<file path="config.mk">
export PLATFORM = sky130hd
export DESIGN_NAME = irq_sched_ctrl
export DESIGN_NICKNAME = d
export VERILOG_FILES = /design/src/rtl/irq_sched_ctrl.sv
export SDC_FILE = /design/constraint.sdc
export NUM_CORES = 1
export LEC_CHECK = 0
export ABC_CLOCK_PERIOD_IN_PS = 3050
export BUFFER_PORTS_ARGS = -buffer_cell sky130_fd_sc_hd__buf_2
export CORE_MARGIN = 5
export CORE_UTILIZATION = 40
export CTS_CLUSTER_SIZE = 24
export DETAILED_ROUTE_END_ITERATION = 16
export HOLD_SLACK_MARGIN = 0.03
export SYNTH_ARGS = -nofsm -noshare
export SYNTH_HDL_FRONTEND = slang
export SYNTH_SLANG_ARGS = --single-unit
</file>
<file path="constraint.sdc">
create_clock -name clk -period 3.05 [get_ports clk]
set_clock_uncertainty 0.05 [all_clocks]
set_input_delay 0 -clock clk [delete_from_list [all_inputs] [get_ports clk]]
set_output_delay 0 -clock clk [all_outputs]
set_load 0.005 [all_outputs]
</file>
<file path="src/rtl/irq_sched_ctrl.sv">
// Sequential interrupt scheduler: pending latch, per-group enable masks, fixed-priority
// arbitration, valid/ready presentation and EOI tracking. Optional watchdog: IRQ_SCHED_TIMEOUT_EN.
module irq_sched_ctrl #(
    parameter int NCH         = 9,
    parameter int NGRP        = 3,
    parameter int TIMEOUT_CYC = 1024
) (
    input  logic                 clk,
    input  logic                 rst_n,
    input  logic [NGRP*NCH-1:0]  req_i,
    input  logic                 cfg_we_i,
    input  logic [1:0]           cfg_grp_i,
    input  logic [NCH-1:0]       cfg_mask_i,
    output logic                 irq_valid_o,
    input  logic                 irq_ready_i,
    output logic [1:0]           irq_grp_o,
    output logic [3:0]           irq_ch_o,
    input  logic                 eoi_i,
    output logic                 busy_o,
    output logic [NGRP*NCH-1:0]  pend_o,
    output logic                 timeout_o
);

    localparam int NBIT = NGRP * NCH;

    if (TIMEOUT_CYC < 2) begin : g_bad_timeout
        $error("TIMEOUT_CYC must be at least 2");
    end

    typedef enum logic [1:0] {IDLE, ARB, PRESENT, SERVICE} state_t;

    state_t          state_q, state_d;
    logic [NBIT-1:0] pend_q, elig, clr_vec;
    logic [NCH-1:0]  en_q [NGRP];
    logic [1:0]      grp_q, win_grp;
    logic [3:0]      ch_q, win_ch;
    logic            win_found, handshake, timeout_hit;

    always_comb begin
        elig = '0;
        for (int g = 0; g < NGRP; g++) begin
            elig[g*NCH +: NCH] = pend_q[g*NCH +: NCH] & en_q[g];
        end
    end

    // Group-major bit order means the first set bit is the lowest group, then lowest channel.
    always_comb begin
        // NOTE: every always_comb output gets a default first so no path can infer a latch.
        win_found = 1'b0;
        win_grp   = '0;
        win_ch    = '0;
        for (int g = 0; g < NGRP; g++) begin
            for (int c = 0; c < NCH; c++) begin
                if (!win_found && elig[g*NCH + c]) begin
                    win_found = 1'b1;
                    win_grp   = 2'(g);
                    win_ch    = 4'(c);
                end
            end
        end
    end

    assign handshake = (state_q == PRESENT) && irq_ready_i;
    assign clr_vec   = handshake ? (NBIT'(1) << (int'(grp_q) * NCH + int'(ch_q))) : '0;

`ifdef IRQ_SCHED_TIMEOUT_EN
    localparam int CW = $clog2(TIMEOUT_CYC);
    logic [CW-1:0] svc_cnt_q;

    // Held at zero outside SERVICE, so it starts from zero on every entry.
    always_ff @(posedge clk or negedge rst_n) begin
        if (!rst_n)                    svc_cnt_q <= '0;
        else if (state_q != SERVICE)   svc_cnt_q <= '0;
        else                           svc_cnt_q <= svc_cnt_q + 1'b1;
    end

    assign timeout_hit = (state_q == SERVICE) && (svc_cnt_q == CW'(TIMEOUT_CYC - 1)) && !eoi_i;
`else
    assign timeout_hit = 1'b0;
`endif

    always_ff @(posedge clk or negedge rst_n) begin
        // NOTE: sequential state uses non-blocking assignments so every register samples pre-edge values.
        if (!rst_n) state_q <= IDLE;
        else        state_q <= state_d;
    end

    always_comb begin
        state_d = state_q;
        unique case (state_q)
            IDLE:    if (|elig)       state_d = ARB;
            ARB:     state_d = win_found ? PRESENT : IDLE;
            PRESENT: if (irq_ready_i) state_d = SERVICE;
            SERVICE: if (eoi_i || timeout_hit) state_d = IDLE;
            default: state_d = IDLE;
        endcase
    end

    always_comb begin
        irq_valid_o = (state_q == PRESENT);
        busy_o      = (state_q == SERVICE);
        timeout_o   = timeout_hit;
    end

    // A re-request in the grant cycle wins over the clear, so it is OR-ed in last.
    always_ff @(posedge clk or negedge rst_n) begin
        if (!rst_n) begin
            pend_q <= '0;
            grp_q  <= '0;
            ch_q   <= '0;
            for (int g = 0; g < NGRP; g++) en_q[g] <= '0;
        end else begin
            pend_q <= (pend_q & ~clr_vec) | req_i;
            if (cfg_we_i && (int'(cfg_grp_i) < NGRP)) en_q[cfg_grp_i] <= cfg_mask_i;
            if (state_q == ARB && win_found) begin
                grp_q <= win_grp;
                ch_q  <= win_ch;
            end
        end
    end

    assign irq_grp_o = grp_q;
    assign irq_ch_o  = ch_q;
    assign pend_o    = pend_q;

endmodule

</file>
# Word-level counts from Yosys, hierarchy flattened
# Cells that the tools add are included.
# word_totals
regBits	62
latchBits	0
ram_bits	0
romBits	0
input_bits	43
output_inout_bits	36
word_cells	165
n_memories	0
# op_classes
add_sub_neg	1
n_mul	1
n_div	0
n_lt_le_gt_ge	3
eq_ne	6
n_shift	1
muxes	80
bitwise	7
reduce_logical	59
# op_table
op	count
two-way mux 4 bit	25
two-way mux 2 bit	21
logical AND 1 bit	30
two-way mux 1 bit	29
AND 27 bit	1
AND 9 bit	3
bitwise mux 27 bit	1
two-way mux 27 bit	1
inverter 27 bit	1
OR 27 bit	1
OR reduction 27 bit	1
<< shifter 1 x 7 -> 27 bit, first input constant	1
logical NOT 1 bit	26
demux 9 bit (select 2 bit)	1
two-way mux 9 bit	1
one-hot mux 2 bit (4 select lines)	1
adder 6 x 4 -> 7 bit	1
multiplier 2 x 4 -> 6 bit, second input constant	1
equality test 2 bit, second input constant	2
inequality test 2 bit, second input constant	2
greater-or-equal comparator 3 bit, second input constant	1
less-than comparator 3 x 1 -> 1 bit, second input constant	1
inverter 2 -> 3 bit	1
AND reduction 3 bit	1
4 further kinds	4

# Logic depth before layout (Yosys ltp)
# logic_depth
ltp_word	82
mapped_depth	8
depth_no_buf	8

# Least setup slack after synthesis
# Ideal clock, no wire load.
# synth_timing
kind	flip-flop to flip-flop
start	register grp_q[1] (netlist: irq_grp_o[1])
end	register pend_q[23] (netlist: pend_o[23])
setup_ns	0.118
arrival_time_ns	2.265
required_time_ns	2.882
path_slack_ns	0.617
stages_incl_launch_ff	8
path_buffers	1
synth_period_minus_slack_ns	2.433
cell_sequence	dfrtp_1 > ha_1 > ha_1 > fa_1 > clkbuf_1 > nor3b_1 > nand3_1 > a21o_1
# synth_between
elab_chain_cells	7
# synth_lines
item	line	source
start, declared	35	logic [1:0] grp_q, win_grp;
start signal, assigned	116	grp_q <= win_grp;
multiplier 2 x 4 -> 6 bit	64	assign clr_vec = handshake ? (NBIT'(1) << (int'(grp_q) * NCH + int'(ch_q))) : '0;
adder 6 x 4 -> 7 bit	64	
<< shifter 1 x 7 -> 27 bit	64	
two-way mux 27 bit	64	
inverter 27 bit	113	pend_q <= (pend_q & ~clr_vec) | req_i;
AND 27 bit	113	
OR 27 bit	113	
end signal, assigned	113	
end, declared	33	logic [NBIT-1:0] pend_q, elig, clr_vec;
# Every way passes these cells.
# A chain may end at the register's enable or synchronous reset.

# Worst setup path after layout
# Same ends and word-level chain as after synthesis.

==> flow_metrics.py <==
metrics = {
    "run_status": {
        "run_status": "completed",
    },
    "yosys": {
        "synth_top_family_by_area": "compound AO/OA/AOI/OAI gates",
        "synth-seq-cells": 62,
        "synthTopCellsByCount": "dfrtp_1, nand2_1, mux2_2",
        "synthSimpleGateAreaFrac": 0.172,
        "syn_area_per_cell_um2": 10.9,
        "synth_cell_types": 52,
        "synth_top_cell_by_area": "dfrtp_1",
        "synth-xor-area-share": 0.00284,
        "ys_seq_area_frac": 0.503,
        "syn_inst": 282,
        "syn_nets": 332,
        "synth-compound-area-share": 0.181,
        "ys_top_cells_by_area": "dfrtp_1, mux2_2, nand2_1",
        "yosysWarnings": 0,
        "synthMuxAreaShare": 0.0986,
        "synthFlopType": "dfrtp_1",
        "synth-edff-count": 0,
        "synthAdderAreaFrac": 0.0308,
        "yosysTopAreaCellShare": 0.503,
        "ys_async_sr_fraction": 1.00,
        "netlist_area_um2": 3080,
        "yosysMostFrequentCell": "dfrtp_1",
    },
    "worst_setup_path": {
        "crit_path_frequent_cell": "ha_1",
        "cp.arrival_ns": 2.78,
        "crit_chain": "ha_1, ha_1, fa_1, nor3b_1, nand3_1, a21o_1",
        "cp-end-kind": "flop",
        "required_ns": 3.23,
        "critPathLaunchType": "flop",
        "cpPeakStageDelay_ns": 0.68,
        "worst_path_max_delay_cell": "fa_1",
        "critPathMaxFanout": 9,
        "worstSetupPathType": "flop to flop",
        "path_buf_inv": 0,
        "path_delay_family": "adder cells",
    },
    "sta": {
        "slew_headroom": 0.593,
        "setup_viol": 0,
        "rsz0062_at_grt": "false",
        "tightest_slew_ns": 0.611,
        "slew_viol_final": 0,
        "hold_viol_final": 0,
        "setup_tns_ns": 0,
        "fmax_mhz": 386,
        "finalCriticalPeriod_ns": 2.59,
        "min_period_over_period": 0.850,
    },
    "finish": {
        "area_delta_synth_final_pct": 35.8,
        "fill_cells": 694,
        "stdcell_count": 514,
        "regArea_um2": 1550,
        "drive_above_1_share": 0.313,
        "nets": 457,
        "multiInputGateArea_um2": 1500,
        "num_antenna_cells": 0,
    },
    "global_route": {
        "overflow": 0,
        "grt_pass1_wl_mm": 14.5,
        "grt_pass1_vias": 2809,
        "antenna_found_initial": 0,
        "grt_start_max_net_pins": 36,
        "grt_usage": 0.192,
    },
    "route": {
        "detail-route-antenna-nets": 0,
        "via_per_inst": 5.32,
        "wl_per_cell_um": 17.1,
        "drt-initial-drc-count": 97,
        "drt_wl_total_mm": 8.80,
        "drt_first_pass_iters": 4,
        "vias": 2737,
        "drcViolationCount": 0,
    },
    "floorplanning": {
        "initial_core_util": 0.405,
        "top_level_ports": 79,
        "rows": 32,
        "coreArea_um2": 7610,
        "die_area_um2": 9560,
        "die_y_um": 97.8,
        "die-width_um": 97.8,
    },
    "clock_network": {
        "cts_root_buf": "clkbuf_8",
        "h-tree-depth": 3,
        "cts_tree": "done",
        "post_cts_buffers": 0,
        "cts_resized": 0,
        "cts_sinks": 62,
        "cts_hold_buf": 40,
        "cts_buffers": 9,
        "clockBufferDepth": 2,
        "insertion_delay_ns": 0.34,
        "clk_pin_slew_ns": 0.07,
    },
    "place": {
        "placedCellCount": 458,
        "globalplace.congestion": 0.913,
        "dpl.hpwl_mm": 6.68,
        "portBuffers": 77,
    },
    "power_and_ir_drop": {
        "peakVddDrop_mv": 0.345,
        "power_density_nw_per_um2": 651,
        "finalPower_mw": 2.73,
        "total_leakage_power_nw": 1.77,
    },
    "worst_hold_path": {
        "worstHoldPathType": "input port to async pin",
    },
    "flow_run": {
        "max_cap_violations": 0,
    },
}
==> worst reg2reg max path: cells and delay by family (launching register included) <==
kind	cells	cell delay [ns]
flip-flops	1	0.42
adder cells (fa/ha/maj)	3	1.21
AND/OR/NAND/NOR	2	0.62
AO/OA/AOI/OAI	1	0.19
==> worst paths after layout <==
check | startpoint | to | slack (ns) | cells past startpoint
worst max-delay path | irq_grp_o[1]$_DFFE_PN0P_ | pend_o[23]$_DFF_PN0_ | 0.46 | 6
worst min-delay path | rst_n | pend_o[22]$_DFF_PN0_ | 0.15 | 2
worst max register to register | irq_grp_o[1]$_DFFE_PN0P_ | pend_o[23]$_DFF_PN0_ | 0.46 | 6
worst min register to register | en_q[16]$_DFFE_PN0P_ | en_q[16]$_DFFE_PN0P_ | 0.46 | 1
max in group asynchronous | rst_n | pend_o[0]$_DFF_PN0_ | 1.93 | 3
min in group clk | cfg_grp_i[1] | en_q[26]$_DFFE_PN0P_ | 0.17 | 4
==> cell usage in the layout (no fill, tap or decap), types with 4 or more instances in the layout <==
cell type | Yosys | routed
nor2_1 | 11 | 11
dfrtp_1 | 62 | 62
nor2b_1 | 4 | 4
dlygate4sd3_1 | 0 | 40
a22oi_1 | 8 | 8
nand2b_1 | 15 | 15
nand2_1 | 41 | 41
a21oi_1 | 6 | 6
nand3_1 | 8 | 8
nand3b_1 | 5 | 5
o31ai_1 | 4 | 4
mux2_2 | 27 | 27
o21ai_0 | 11 | 11
clkbuf_8 | 0 | 10
buf_2 | 0 | 77
a21o_1 | 19 | 19
ha_1 | 6 | 6
==> kinds of logic (layout without fill, tap and decap cells) <==
family / count (synthesis) / in the layout
other cells: 1 / 1
simple gates: 102 / 102
compound gates: 75 / 75
mux: 27 / 27
fa+ha+maj: 7 / 7
flops: 62 / 62
xor+xnor: 1 / 1
buf+inv: 7 / 137
==> stage by stage <==
stage / hold WS (ns) / setup slack [ns] / utilization / cell area [um^2]
4_1_cts: 0.164 / 0.463 / 0.550 / 4190
6_report: 0.150 / 0.457 / 0.550 / 4190
5_1_grt: 0.171 / 0.305 / 0.550 / 4190
3_5_place_dp: 0.00298 / 0.491 / 0.472 / 3590
3_3_place_gp: 0.00410 / 0.539 / 0.472 / 3590
2_1_floorplan: -0.346 / 0.617 / - / 3080
==> layout make-up <==
class / count / share of cell area
Inverter: 2 / 0.00179
Clock buffer: 10 / 0.0329
Clock inverter: 6 / 0.0146
Sequential cell: 62 / 0.370
Tap cell: 102 / 0.0305
Multi-Input combinational cell: 213 / 0.359
Timing Repair Buffer: 119 / 0.191
==> where the power goes <==
group          switching [mW]  internal (mW)
combinational           0.521          0.397
sequential              0.126          0.953
clock                   0.331          0.396
==> state kept, by name (all words and copies together) (netlist names), named ones only <==
signal     count
en_q          27
irq_grp_o      2
irq_ch_o       4
state_q        1
pend_o        27
==> layer usage <==
metal  share of wire  global-route usage
met5               0                   0
met4           0.021              0.0596
met3           0.063              0.0429
met2            0.48               0.316
met1            0.44               0.254
Note: power is estimated with default switching activity, not from simulation.
